## src/rtl/ysyx_22040088_divider.sv

```systemverilog
// Multi-cycle radix-2 restoring divider for the RV64 W-form divide/remainder ops.
// Results are sign-extended from bit WLEN-1, and requests and results use valid/ready handshakes.
module ysyx_22040088_divider #(
   parameter int unsigned XLEN = 64,
   parameter int unsigned WLEN = 32
) (
   input  logic            clk,
   input  logic            rst_n,
   input  logic            flush,
   input  logic            in_valid,
   output logic            in_ready,
   input  logic            div_signed,
   input  logic            is_rem,
   input  logic [WLEN-1:0] dividend,
   input  logic [WLEN-1:0] divisor,
   output logic            out_valid,
   input  logic            out_ready,
   output logic [XLEN-1:0] result
);

   localparam int unsigned CW = $clog2(WLEN);
   localparam logic [WLEN-1:0] INT_MIN = {1'b1, {(WLEN-1){1'b0}}};

   typedef enum logic [1:0] {IDLE, CALC, DONE} state_t;

   state_t          state_q, state_d;
   logic [WLEN-1:0] rem_q, rem_d;
   logic [WLEN-1:0] quo_q, quo_d;
   logic [WLEN-1:0] dvs_q, dvs_d;
   logic [CW-1:0]   cnt_q, cnt_d;
   logic            qsign_q, qsign_d;
   logic            rsign_q, rsign_d;
   logic            is_rem_q, is_rem_d;
   logic            out_valid_q, out_valid_d;
   logic [XLEN-1:0] result_q, result_d;

   logic [WLEN-1:0] mag_a, mag_b;
   logic [WLEN:0]   shifted;
   logic [WLEN+1:0] trial;
   logic [WLEN-1:0] step_rem, step_quo, fix_q, fix_r;

   function automatic logic [XLEN-1:0] sext(input logic [WLEN-1:0] v);
      return {{(XLEN-WLEN){v[WLEN-1]}}, v};
   endfunction

   always_comb begin
      mag_a = (div_signed && dividend[WLEN-1]) ? -dividend : dividend;
      mag_b = (div_signed && divisor[WLEN-1])  ? -divisor  : divisor;
      // The shifted partial remainder needs one extra bit when the divisor exceeds 2^(WLEN-1).
      // An extra sign bit on the trial difference keeps the borrow test unambiguous.
      shifted  = {rem_q, quo_q[WLEN-1]};
      trial    = {1'b0, shifted} - {2'b00, dvs_q};
      step_rem = trial[WLEN+1] ? shifted[WLEN-1:0] : trial[WLEN-1:0];
      step_quo = {quo_q[WLEN-2:0], ~trial[WLEN+1]};
      fix_q    = qsign_q ? -step_quo : step_quo;
      fix_r    = rsign_q ? -step_rem : step_rem;
   end

   always_comb begin
      state_d     = state_q;
      rem_d       = rem_q;
      quo_d       = quo_q;
      dvs_d       = dvs_q;
      cnt_d       = cnt_q;
      qsign_d     = qsign_q;
      rsign_d     = rsign_q;
      is_rem_d    = is_rem_q;
      out_valid_d = out_valid_q;
      result_d    = result_q;

      unique case (state_q)
         IDLE: begin
            if (in_valid) begin
               is_rem_d = is_rem;
               qsign_d  = div_signed & (dividend[WLEN-1] ^ divisor[WLEN-1]);
               rsign_d  = div_signed & dividend[WLEN-1];
               if (divisor == '0) begin
                  result_d    = sext(is_rem ? dividend : '1);
                  out_valid_d = 1'b1;
                  state_d     = DONE;
               end else if (div_signed && dividend == INT_MIN && divisor == '1) begin
                  result_d    = sext(is_rem ? '0 : INT_MIN);
                  out_valid_d = 1'b1;
                  state_d     = DONE;
               end else begin
                  rem_d   = '0;
                  quo_d   = mag_a;
                  dvs_d   = mag_b;
                  cnt_d   = CW'(WLEN-1);
                  state_d = CALC;
               end
            end
         end
         CALC: begin
            rem_d = step_rem;
            quo_d = step_quo;
            cnt_d = cnt_q - CW'(1);
            if (cnt_q == '0) begin
               result_d    = sext(is_rem_q ? fix_r : fix_q);
               out_valid_d = 1'b1;
               state_d     = DONE;
            end
         end
         DONE: begin
            if (out_ready) begin
               out_valid_d = 1'b0;
               state_d     = IDLE;
            end
         end
         default: state_d = IDLE;
      endcase

      if (flush) begin
         state_d     = IDLE;
         out_valid_d = 1'b0;
         cnt_d       = '0;
      end
   end

   always_ff @(posedge clk or negedge rst_n) begin
      if (!rst_n) begin
         state_q     <= IDLE;
         rem_q       <= '0;
         quo_q       <= '0;
         dvs_q       <= '0;
         cnt_q       <= '0;
         qsign_q     <= 1'b0;
         rsign_q     <= 1'b0;
         is_rem_q    <= 1'b0;
         out_valid_q <= 1'b0;
         result_q    <= '0;
      end else begin
         state_q     <= state_d;
         rem_q       <= rem_d;
         quo_q       <= quo_d;
         dvs_q       <= dvs_d;
         cnt_q       <= cnt_d;
         qsign_q     <= qsign_d;
         rsign_q     <= rsign_d;
         is_rem_q    <= is_rem_d;
         out_valid_q <= out_valid_d;
         result_q    <= result_d;
      end
   end

   assign in_ready  = (state_q == IDLE);
   assign out_valid = out_valid_q;
   assign result    = result_q;

endmodule

```

## config.mk

```make
export PLATFORM = sky130hd
export DESIGN_NAME = ysyx_22040088_divider
export DESIGN_NICKNAME = d
export VERILOG_FILES = /design/src/rtl/ysyx_22040088_divider.sv
export SDC_FILE = /design/constraint.sdc
export NUM_CORES = 1
export LEC_CHECK = 0
export BUFFER_PORTS_ARGS = -buffer_cell sky130_fd_sc_hd__buf_2
export CAP_MARGIN = 30
export CORE_UTILIZATION = 65
export CTS_BUF_LIST = sky130_fd_sc_hd__clkbuf_8
export DETAILED_ROUTE_END_ITERATION = 10
export HOLD_SLACK_MARGIN = 0.15
export PLACE_DENSITY = 0.87
export SLEW_MARGIN = 15
export SYNTH_ARGS = -nofsm -noshare
export SYNTH_HDL_FRONTEND = slang
export SYNTH_SLANG_ARGS = --single-unit
```

## constraint.sdc

```tcl
create_clock -name clk -period 9.52 [get_ports clk]
set_clock_uncertainty 0.05 [all_clocks]
set_input_delay 1.904 -clock clk [delete_from_list [all_inputs] [get_ports clk]]
set_output_delay 1.904 -clock clk [all_outputs]
set_load 0.02 [all_outputs]
```

# [Yosys cells after proc, flatten, opt, wreduce, memory -nomap -nowiden]
# Cells that the tools add are included.
[classes] eq_ne=15 n_mux=40 addsub=6 n_reduce_logical=17 n_bitwise=6
[ops] op="$mux W32" n=14
[ops] op="$mux W64" n=4
[ops] op="$neg A32 Y32" n=4
[ops] op="$pmux W32 S2" n=2
[ops] op="$pmux W64 S2" n=1
[ops] op="$eq A32 B32 Y1 const B" n=2
[ops] op="$sub A33 B32 Y34" n=1
[ops] op="$logic_not A32 Y1" n=1
[ops] op="$mux W5" n=4
[ops] op="$reduce_and A4 Y1" n=4
[ops] op="$ne A3 B3 Y1 const B" n=5
[ops] op="$mux W2" n=6
[ops] op="$pmux W5 S2" n=1
[ops] op="$ne A2 B2 Y1 const B" n=4
[ops] op="$mux W1" n=6
[ops] op="$pmux W2 S3" n=1
[ops] op="$logic_not A5 Y1" n=1
[ops] op="$reduce_and A5 Y1" n=1
[ops] op="$sub A5 B1 Y5 const B" n=1
[ops] op="$logic_and A1 B1 Y1" n=4
[ops] op="$ne A4 B2 Y1 const B" n=1
[ops] op="$reduce_bool A4 Y1" n=1
[ops] op="$ne A3 B1 Y1 const B" n=1
[ops] op="$not A1 Y1" n=3
[ops] op="10 further kinds" n=11
[totals] out_inout_bits=66 register_bits=171 wordCells=94

# [Logic depth before layout (Yosys ltp)]
# Gate-level depths: netlist of the first run.
[depth] ltp_word=8 depth_mapped=23

# [Least setup slack after synthesis of the first run]
# No wires, ideal clock.
[synth_timing] kind="reg-to-reg" start="register rem_q[11]" end="register result_q[24] (netlist: result[24])" setup_time_ns=0.110 t_required_ns=9.360 arrival_ns=5.724 setup_slack_ns=3.636 stages_incl_launch_ff=22 path_cell_list="dfrtp_1 ha_1 clkbuf_1 nand2_1 nor4_1 nand2_1 o21a_1 a21o_1 nand2_2 buf_2 buf_1 buf_2 nand2_1 o21ai_0 ha_1 or4b_2 or4_1 a222oi_1 a41oi_1 xor2_1 a21oi_1 o41ai_1"
[synth_between] elab_chain_cells=7 elab_cells_between_ends=10 cone_classes="add/sub (3); mux (6); bitwise (1)"
[synth_lines] item="from (decl)" line_no="27" text="logic [WLEN-1:0] rem_q, rem_d;"
[synth_lines] item="from (signal assigned)" line_no="134" text="rem_q <= rem_d;"
[synth_lines] item="$sub A33 B32 Y34" line_no="52" text="trial = {1'b0, shifted} - {2'b00, dvs_q};"
[synth_lines] item="$mux W32 / $not A1 Y1 (equally long branches)" line_no="53, 54"
[synth_lines] item="$neg A32 Y32, on equally long branches" line_no="56, 55"
[synth_lines] item="$mux W32, on equally long branches" line_no="56, 55"
[synth_lines] item="$mux W32 *" line_no="99" text="result_d = sext(is_rem_q ? fix_r : fix_q);"
[synth_lines] item="$mux W64 *" line_no="98" text="if (cnt_q == '0) begin"
[synth_lines] item="$pmux W64 S2 *" line_no="71" text="unique case (state_q)"
[synth_lines] item="to (signal assigned)" line_no="142" text="result_q <= result_d;"
[synth_lines] item="to (decl)" line_no="35" text="logic [XLEN-1:0] result_q, result_d;"
# Every way passes the cells marked *; elsewhere a longest branch is shown, timed or not. The select of a mux whose other input is x is not followed.
# A chain may end at the register's enable or synchronous reset.

# [Worst setup path after layout of the first run]
[layout_timing] start="register rem_q[7]" end="register result_q[30] (netlist: result[30])"
# The elaborated chain is that of the path after synthesis.

==> results.md, run 1 <==
Worst setup path:
- The critical path data required time is 9850 ps.
- The critical path goes through ha_1 -> a21oi_1 -> o21ai_0 -> a22oi_1 -> a21o_1 -> nand2_2 -> inv_1 -> mux2_2 -> inv_1 -> ha_1 -> or4b_2 -> or4_1 -> a222oi_1 -> nand3_2 -> o31ai_2 -> xnor2_1 -> o31ai_2.
- The number of buffers and inverters on the critical path is 2.
- The endpoint of the worst register-to-register path is result[30]$_DFFE_PN0P_.
- The number of cells on the critical path is 17.
- The startpoint of the most critical setup path is rem_q[7]$_DFFE_PN0P_.
- The top cell family by delay on the critical path is compound AO/OA/AOI/OAI gates.
- Setup slack on the worst reg-to-reg path comes out at 2740 ps.
- The logic depth of the worst register-to-register path is 17.
- In this run the critical register-to-register path is launched from rem_q[7]$_DFFE_PN0P_.
- The critical path startpoint category is a flop.
- At the worst endpoint, the arrival time is 7110 ps.
- The capturing instance or port of the critical path is result[30]$_DFFE_PN0P_.
- The cell with the largest stage delay on the worst path is sky130_fd_sc_hd__a222oi_1.
- The maximum fanout encountered on the critical timing path is 24.
- The kind of capture point of the worst setup path is a flop.
- The category of the critical setup timing path is reg2reg.
- On the worst path, the slowest cell contributes a delay of 740 ps.

Drt:
- The uppermost layer routed is met4.
- In the detailed route, the total length drawn on met2 is 17000 um.
- For this block, the initial DRC count from the detailed router was 1687.
- The total number of vias is around 13000.
- The first-pass detailed-route iteration total is 10.
- The post-detailed-route count of antenna-violating nets is 0.
- Summed over all nets, wire length on met3 after detailed routing comes to 4230 um.
- In the routed layout, each cell is associated on average with a via count of 6.81.
- The total wire length is 38300 um.
- In the routed design, unresolved DRC markers number 28.
- Dividing the detail-routed wire length by the instance count gives 20.6 um.
- The wire length the detailed router placed on met1 is 15400 um.

CTS:
- Clock tree synthesis inserted a total of 17 buffers.
- Once the clock tree was built, the resizer swapped 0 gates to a different size.
- After clock tree synthesis, the clock-pin slew on the worst setup and hold paths is 90 ps.
- The count of buffers added by post-CTS timing repair for setup is 0.
- Counting every sink on the clock net gives 139.
- The CTS tree is done.
- Buffers inserted to repair hold after CTS numbered 0.
- The buffer depth of the longest clock path is 2.
- The clock tree root driver cell is sky130_fd_sc_hd__clkbuf_8.
- The depth of the CTS H-tree is 4.
- The clock network latency to the later pin of the worst-skew pair is 480 ps.

Final layout:
- The final cell utilization of the core is between 70% and 80%.
- From synthesis to final layout, the design area changed by 7.97%.
- 0 antenna diodes ended up in the layout.
- The post-route netlist has 13.5% of its cells at a drive strength greater than 1.
- At the end of the flow, the number of nets in the layout was 1734.

Timing:
- The transition at the pin with the smallest max-transition slack is 1050 ps.
- For the finished layout, the period the worst path requires is 6780 ps.
- The maximum clock frequency is 148 MHz.
- The setup total negative slack is 0 ps.
- Setup repair after global routing left no endpoint under its margin.
- Setup violations remaining at the end of the flow were counted as 0.
- The number of max-slew violations in the final report is 0.
- The minimum setup slack in the final design is 2740 ps.
- The worst slew slack as a fraction of its limit is 29.6%.
- The part of the cycle the worst path needs is 71.2%.
- The number of endpoints with negative hold slack in the final report is 0.

Die:
- The height of the chip is approximately 140 um.
- Once the floorplan was initialized, standard cells occupied 66.7% of the core.
- The core region is ~18000 um^2.
- The die boundary width is approximately 140 um.
- In this run the count of I/O pins placed on the die edge is 137.
- The die area is 19100 um^2.
- After floorplanning, the core was divided into 49 placement rows.

Global routing:
- The sum of overflow across all layers after global routing is 0.
- The wire length of the first global-routing pass is between 60000 and 70000 um.
- The number of antenna violations at the first check in global routing is 0.
- The number of global-route vias before repair came to 11800.
- The total routing resource utilization after global routing is between 40% and 50%.
- Entering global routing, the biggest net connects 76 pins.

Place:
- The congestion estimate from routability-driven global placement came to 0.911.
- The post-placement setup slack is a little under 3000 ps.
- After legalization and detailed placement, the total HPWL measured ~28000 um.
- The count of buffers inserted at the top-level ports is about 140.

Power:
- Power spread over the standard cell area amounts to 275 nW/um^2.
- The largest vdd supply drop is 0.000343 V.
- The post-route total power is roughly 0.0036 W.
- The leakage dissipation is 5.70 nW.

Run status:
- The final reports fail on design-rule violations.
- The flow ran to the end, but the final reports show violations.

Synthesis:
- Synthesis handed over a netlist of ~1600 instances.
- The post-synthesis register bit count is 139.
- Yosys mapped a number of flops with a built-in enable equal to 0.
- After synthesis, the share of flip-flops with an asynchronous set or reset is 100%.
- The proportion of synthesized chip area in sequential cells is 28.8%.
- The netlist uses 82 different library cells.
- A synthesized cell averages 7.71 um^2.
- The number of nets in the synthesized netlist is 1679.
- The summed instance area of the synthesized netlist is 12100 um^2.
- The most used flip-flop cell after synthesis is sky130_fd_sc_hd__dfrtp_1.
- The number of synthesis warnings is 0.

Hold path:
- The worst hold path belongs to the class reg2reg.

Flow run:
- The max-cap violation count is 0.
==> worst min-delay path, cell delays in order (launching register included) <==
cell and delay, ps:
sky130_fd_sc_hd__dfrtp_1 340, sky130_fd_sc_hd__nand2_1 50, sky130_fd_sc_hd__o21ai_0 60
==> state kept, by name, indices dropped and copies added, names as in the netlist <==
signal,cells
cnt_q,5
dvs_q,32
is_rem_q,1
out_valid,1
qsign_q,1
quo_q,32
rem_q,32
result,32
rsign_q,1
state_q,2
==> metal layers <==
| layer | track usage [%] | vias to the layer above |
|---|---|---|
| met5 | 0 | - |
| met4 | 19.0 | 0 |
| met3 | 9.08 | 169 |
| met2 | 62.7 | 843 |
| met1 | 54.8 | 5898 |
| li1 | - | 5771 |
==> cell type report <==
type                    count  area (um^2)
inverters                  60          225
multi-input cells        1250         7810
clock inverters            14          160
well taps                 229          287
clock buffers              18          248
fillers                  1530         5050
repair buffers            152          823
flip-flops and latches    139         3480
==> synthesized netlist by cell type (all sizes together) (4+ instances only) <==
library cell  count  share of area, %
nand2           201               6.3
o21ai           169               7.0
dfrtp           139                29
nor2            123               3.8
a21oi           113               4.7
xor2             66               4.8
clkbuf           64               2.0
xnor2            62               4.5
inv              59               1.8
o31ai            54               3.4
buf              52               2.8
ha               42               4.4
nand3            42               1.8
nor3             30               1.2
or3              30               1.6
mux2i            22               1.8
o41ai            22               1.7
or4              22               1.4
a211oi           19               1.2
a21o             19               1.2
nand4            19              0.98
a31oi            15              0.78
and2             14              0.73
nor4             12              0.67
o221ai           11              0.80
or2              11              0.57
and3             10              0.56
o211ai           10              0.62
mux2              8              0.75
nor2b             8              0.41
o21a              8              0.50
a211o             7              0.51
nand2b            7              0.36
o31a              6              0.44
a2111oi           5              0.38
a22o              5              0.36
o22ai             5              0.26
a41oi             4              0.29
and4              4              0.29
==> kinds of logic after synthesis <==
logic type | after synthesis | synth area share (%)
mux | 30 | 2.57
xor+xnor | 128 | 9.29
flops | 139 | 28.8
compound gates | 502 | 26.5
buf+inv | 176 | 6.62
fa+ha+maj | 43 | 4.52
simple gates | 547 | 21.6
==> through the flow <==
stage	hold slack, ps	area, um^2	std cells
6_report	431	13000	1862
5_1_grt	451	13000	1862
4_1_cts	434	13000	1859
3_5_place_dp	414	12600	1827
3_3_place_gp	405	12600	1826
2_1_floorplan	400	12100	1565
==> cells in the final DEF, fill, tap and decap left out, drive strengths merged, types with 12 or more instances in the layout <==
| master | n |
|---|---|
| nand4 | 19 |
| and2 | 14 |
| or3 | 30 |
| o31ai | 54 |
| or4 | 22 |
| o41ai | 22 |
| nor3 | 30 |
| inv | 65 |
| nand3 | 42 |
| a21oi | 113 |
| nand2 | 201 |
| clkbuf | 18 |
| a211oi | 19 |
| nor4 | 12 |
| nor2 | 123 |
| a21o | 19 |
| o21ai | 169 |
| xnor2 | 62 |
| dfrtp | 139 |
| buf | 152 |
| ha | 42 |
| mux2i | 22 |
| a31oi | 15 |
| xor2 | 66 |
==> worst min-delay path by stage <==
stage                               start                     to  slack (ps)  cells past startpoint
global placement    result[2]$_DFFE_PN0P_  result[2]$_DFFE_PN0P_         400                      1
floorplan           dvs_q[23]$_DFFE_PN0P_  dvs_q[23]$_DFFE_PN0P_         400                      2
global route        result[8]$_DFFE_PN0P_  result[8]$_DFFE_PN0P_         450                      2
CTS                 result[5]$_DFFE_PN0P_  result[5]$_DFFE_PN0P_         430                      2
detailed placement  result[8]$_DFFE_PN0P_  result[8]$_DFFE_PN0P_         410                      2
finish              result[5]$_DFFE_PN0P_  result[5]$_DFFE_PN0P_         430                      2
==> report_power, final <==
part	internal, W	switching, W	leakage [nW]
sequential	0.000795	0.000201	1.80
combinational	0.000704	0.00136	3.70
clock	0.000246	0.000271	0.199
(Power assumes the default switching activity.)
==> run 2, diff against run 1 <==
--- a/config.mk
+++ b/config.mk
@@ -7,11 +7,11 @@
 export LEC_CHECK = 0
 export BUFFER_PORTS_ARGS = -buffer_cell sky130_fd_sc_hd__buf_2
 export CAP_MARGIN = 30
-export CORE_UTILIZATION = 65
+export CORE_UTILIZATION = 62
 export CTS_BUF_LIST = sky130_fd_sc_hd__clkbuf_8
 export DETAILED_ROUTE_END_ITERATION = 10
 export HOLD_SLACK_MARGIN = 0.15
-export PLACE_DENSITY = 0.87
+export PLACE_DENSITY = 0.84
 export SLEW_MARGIN = 15
 export SYNTH_ARGS = -nofsm -noshare
 export SYNTH_HDL_FRONTEND = slang
==> constraint.sdc (replaced) <==
create_clock -name clk -period 6.9 [get_ports clk]
set_clock_uncertainty 0.05 [all_clocks]
set_input_delay 1.38 -clock clk [delete_from_list [all_inputs] [get_ports clk]]
set_output_delay 1.38 -clock clk [all_outputs]
set_load 0.02 [all_outputs]
==> results.md, run 2 (same netlist as run 1, synthesis figures left out) <==
Run status:
- The run finished with clean final reports.

Final layout:
- The final cell utilization of the core is 69.7% (-2.4 points).
- From synthesis to final layout, the design area changed by 9.06%.
- Leaving out fill and tap cells, the most frequent cells in the layout are sky130_fd_sc_hd__nand2_1, sky130_fd_sc_hd__o21ai_0, sky130_fd_sc_hd__dfrtp_1, sky130_fd_sc_hd__buf_2, sky130_fd_sc_hd__nor2_1.
- The proportion of layout cells with a drive suffix above 1 is 13.7% (+0.15 points).
- The net count reported at finish is 1738 (+0.23%).
- The final instance area is 13200 um^2 (+1.0%).
- The antenna diode count is 0 (unchanged).
- Leaving out fill and tap cells, the most frequent cell in the layout is sky130_fd_sc_hd__nand2_1.

Flow run:
- The max-cap violation count was 0 (unchanged).

Timing:
- The setup total negative slack is 0 ps (unchanged).
- The maximum clock frequency is 174 MHz (+18%).
- The part of the cycle the worst path needs is 83.4% (+12 points).
- The transition at the pin with the smallest max-transition slack is 984 ps (-69.6 ps).
- The worst slack on hold paths came to 430 ps (-1.05 ps).
- The number of max-slew violations in the final report is 0 (unchanged).
- Setup repair after global routing left no endpoint under its margin.
- The worst slew slack as a fraction of its limit was 34.2% (+4.6 points).
- The number of setup violations in the final report is 0 (unchanged).
- The number of endpoints with negative hold slack in the final report came to 0 (unchanged).
- The final period demand of the worst path was 5760 ps (-1020 ps).

Worst setup path:
- The signal on the critical path passes through ha_1 -> a21oi_1 -> o21ai_0 -> a22oi_1 -> a21o_1 -> nand2_2 -> inv_1 -> mux2_2 -> inv_1 -> ha_1 -> or4b_2 -> or4_1 -> a222oi_1 -> buf_4 -> a41oi_1 -> xor2_1 -> a21oi_1 -> o41ai_1.
- The delay of the slowest cell on the worst path was 630 ps (-110 ps).
- The startpoint identified for the worst register-to-register timing path is rem_q[7]$_DFFE_PN0P_.
- The cell with the largest stage delay on the worst path is sky130_fd_sc_hd__or4b_2.
- The maximum fanout encountered on the critical timing path is 13 (-46%).
- The worst setup path is launched from a flop.
- The worst setup path is captured at a flop.
- The logic depth of the worst register-to-register path is 18 (+1).
- The cell family contributing the most delay on the critical path is compound AO/OA/AOI/OAI gates.
- The endpoint identified for the worst register-to-register timing path is result[24]$_DFFE_PN0P_.
- The critical path data required time is 7230 ps (-2620 ps).
- The register-to-register path setup slack came to 1140 ps (-1600 ps).
- The number of buffers and inverters on the critical path is 3 (+1).
- The category of the critical setup timing path is reg2reg.
- The endpoint arrival time on the critical path is 6080 ps (-1030 ps).

Power:
- The power per cell area is 377 nW/um^2 (+37%).
- The combinational share of power was 57.8% (about the same).
- The leakage dissipation is 5.76 nW (+1.1%).
- The sequential fraction of design power is 27.6% (-0.2 points).
- The internal cell power was 0.00244 W (+40%).
- The net switching power came to 0.00253 W (+38%).
- The share of power burned in the clock network is 14.6% (+0.2 points).
- The share of total power consumed by net switching is 50.9% (-0.38 points).
- The largest vdd supply drop was 0.000377 V (+9.9%).

Die:
- The die boundary width is 142 um (+2.4%).
- The die area is 20000 um^2 (+4.8%).
- The height of the chip is 142 um (+2.4%).
- The number of cell rows is 50 (+2.0%).
- The placeable core region came to 18900 um^2 (+4.5%).
- The starting density of the core is 63.9% (-2.9 points).
- The boundary pin count is 137 (unchanged).

Hold path:
- For hold timing, the worst endpoint is result[3]$_DFFE_PN0P_.
- The startpoint of the worst hold path is result[3]$_DFFE_PN0P_.
- The path class of the tightest hold or removal check is reg2reg.
- The cell depth of the worst min-delay path came to 1 (-1).

Global routing:
- The total routing resource utilization after global routing is 38.4% (-2.4 points).
- The number of antenna violations at the first check in global routing is 0 (unchanged).
- The maximum number of pins on one net before global-route repair is 122 (+61%).
- The number of global-route vias before repair is 11500 (-2.7%).
- The sum of overflow across all layers after global routing is 0 (unchanged).
- The wire length of the first global-routing pass came to 60000 um (-2.7%).

CTS:
- The clock network latency to the later pin of the worst-skew pair is 480 ps (about the same).
- The clock-pin slew of the registers on the worst-case setup and hold paths is 90 ps (about the same).
- The count of hold buffers inserted by post-cts repair is 0 (unchanged).
- CTS placed an instance of sky130_fd_sc_hd__clkbuf_8 at the clock tree root.
- The post-cts gate resize count is 0 (unchanged).
- The CTS buffer count is 17 (unchanged).
- The buffer depth of the longest clock path came to 2 (unchanged).
- The clock sink count is 139 (unchanged).
- The count of buffers added by post-CTS timing repair for setup is 0 (unchanged).
- The depth of the CTS H-tree is 4 (unchanged).
- TritonCTS built the clock tree.

Drt:
- The DRC marker count from the first detailed-route iteration was 1377 (-18%).
- The post-detailed-route count of antenna-violating nets is 0 (unchanged).
- The total number of vias came to 12500 (-1.5%).
- The routed wire length per instance came to 19.9 um (-3.5%).
- The number of design rule violations left after detail routing was 0 (-100%).
- The detailed-route vias per instance is 6.58 (-3.4%).
- The total wire length came to 37700 um (-1.7%).
- The first-pass detailed-route iteration total is 6 (-4).

Place:
- The placed wire-length estimate is 27500 um (-2.0%).
- The count of buffers inserted at the top-level ports is 136 (unchanged).
- The placer congestion estimate is 0.919 (+0.86%).
- The placed instance area is 12700 um^2 (+0.78%).
## run 2: how the worst max path moves through the flow
stage / start / cells past startpoint / slack, ps / to
finish: rem_q[7]$_DFFE_PN0P_ / 18 / 1140 / result[24]$_DFFE_PN0P_
global route: rem_q[7]$_DFFE_PN0P_ / 18 / 710 / result[24]$_DFFE_PN0P_
CTS: rem_q[7]$_DFFE_PN0P_ / 18 / 1230 / result[24]$_DFFE_PN0P_
detailed placement: rem_q[7]$_DFFE_PN0P_ / 18 / 1230 / result[24]$_DFFE_PN0P_
global placement: rem_q[7]$_DFFE_PN0P_ / 18 / 1460 / result[24]$_DFFE_PN0P_
floorplan: rem_q[11]$_DFFE_PN0P_ / 21 / 1020 / result[24]$_DFFE_PN0P_
## run 2: area by class of cell
class	count	area, um^2
clock buffer	19	262
clock inverter	13	156
fill	1593	5730
inverter	60	225
multi-input combinational	1250	7810
sequential	139	3480
tap	260	325
timing repair buffer	156	907
## run 2: per-layer routing
layer  GRT usage [%]  vias to the layer above  part of all wire [%]
met4            16.5                        0                   3.7
met2            61.0                      715                    45
met5               0                        -                     0
met1            51.1                     5884                    42
li1                -                     5773                     -
met3            7.29                      113                   9.1
## run 2: power groups by stage
stage | clock network, W | registers (W) | logic [W]
2_1_floorplan | 0 | 0.00139 | 0.00206
3_3_place_gp | 0 | 0.00138 | 0.00270
3_5_place_dp | 0 | 0.00139 | 0.00275
4_1_cts | 0.000718 | 0.00138 | 0.00277
5_1_grt | 0.000753 | 0.00141 | 0.00315
6_report | 0.000724 | 0.00137 | 0.00287
## run 2: worst register-to-register path: cells and delay by family, from the launching register on
kind | cells | cell delay (ps)
AOI/OAI and AO/OA | 8 | 2260
xor gates and xnor gates | 1 | 180
adders and majority gates | 2 | 630
buffers and inverters | 3 | 410
DFF | 1 | 470
muxes | 1 | 350
and+or+nand+nor | 3 | 1320
## run 2: stage by stage
stage	setup slack, ps	total power (W)	std cells
4_1_cts	1230	0.00487	1893
3_3_place_gp	1460	0.00408	1860
5_1_grt	708	0.00531	1897
3_5_place_dp	1230	0.00415	1861
6_report	1140	0.00497	1897
2_1_floorplan	1020	0.00345	1565
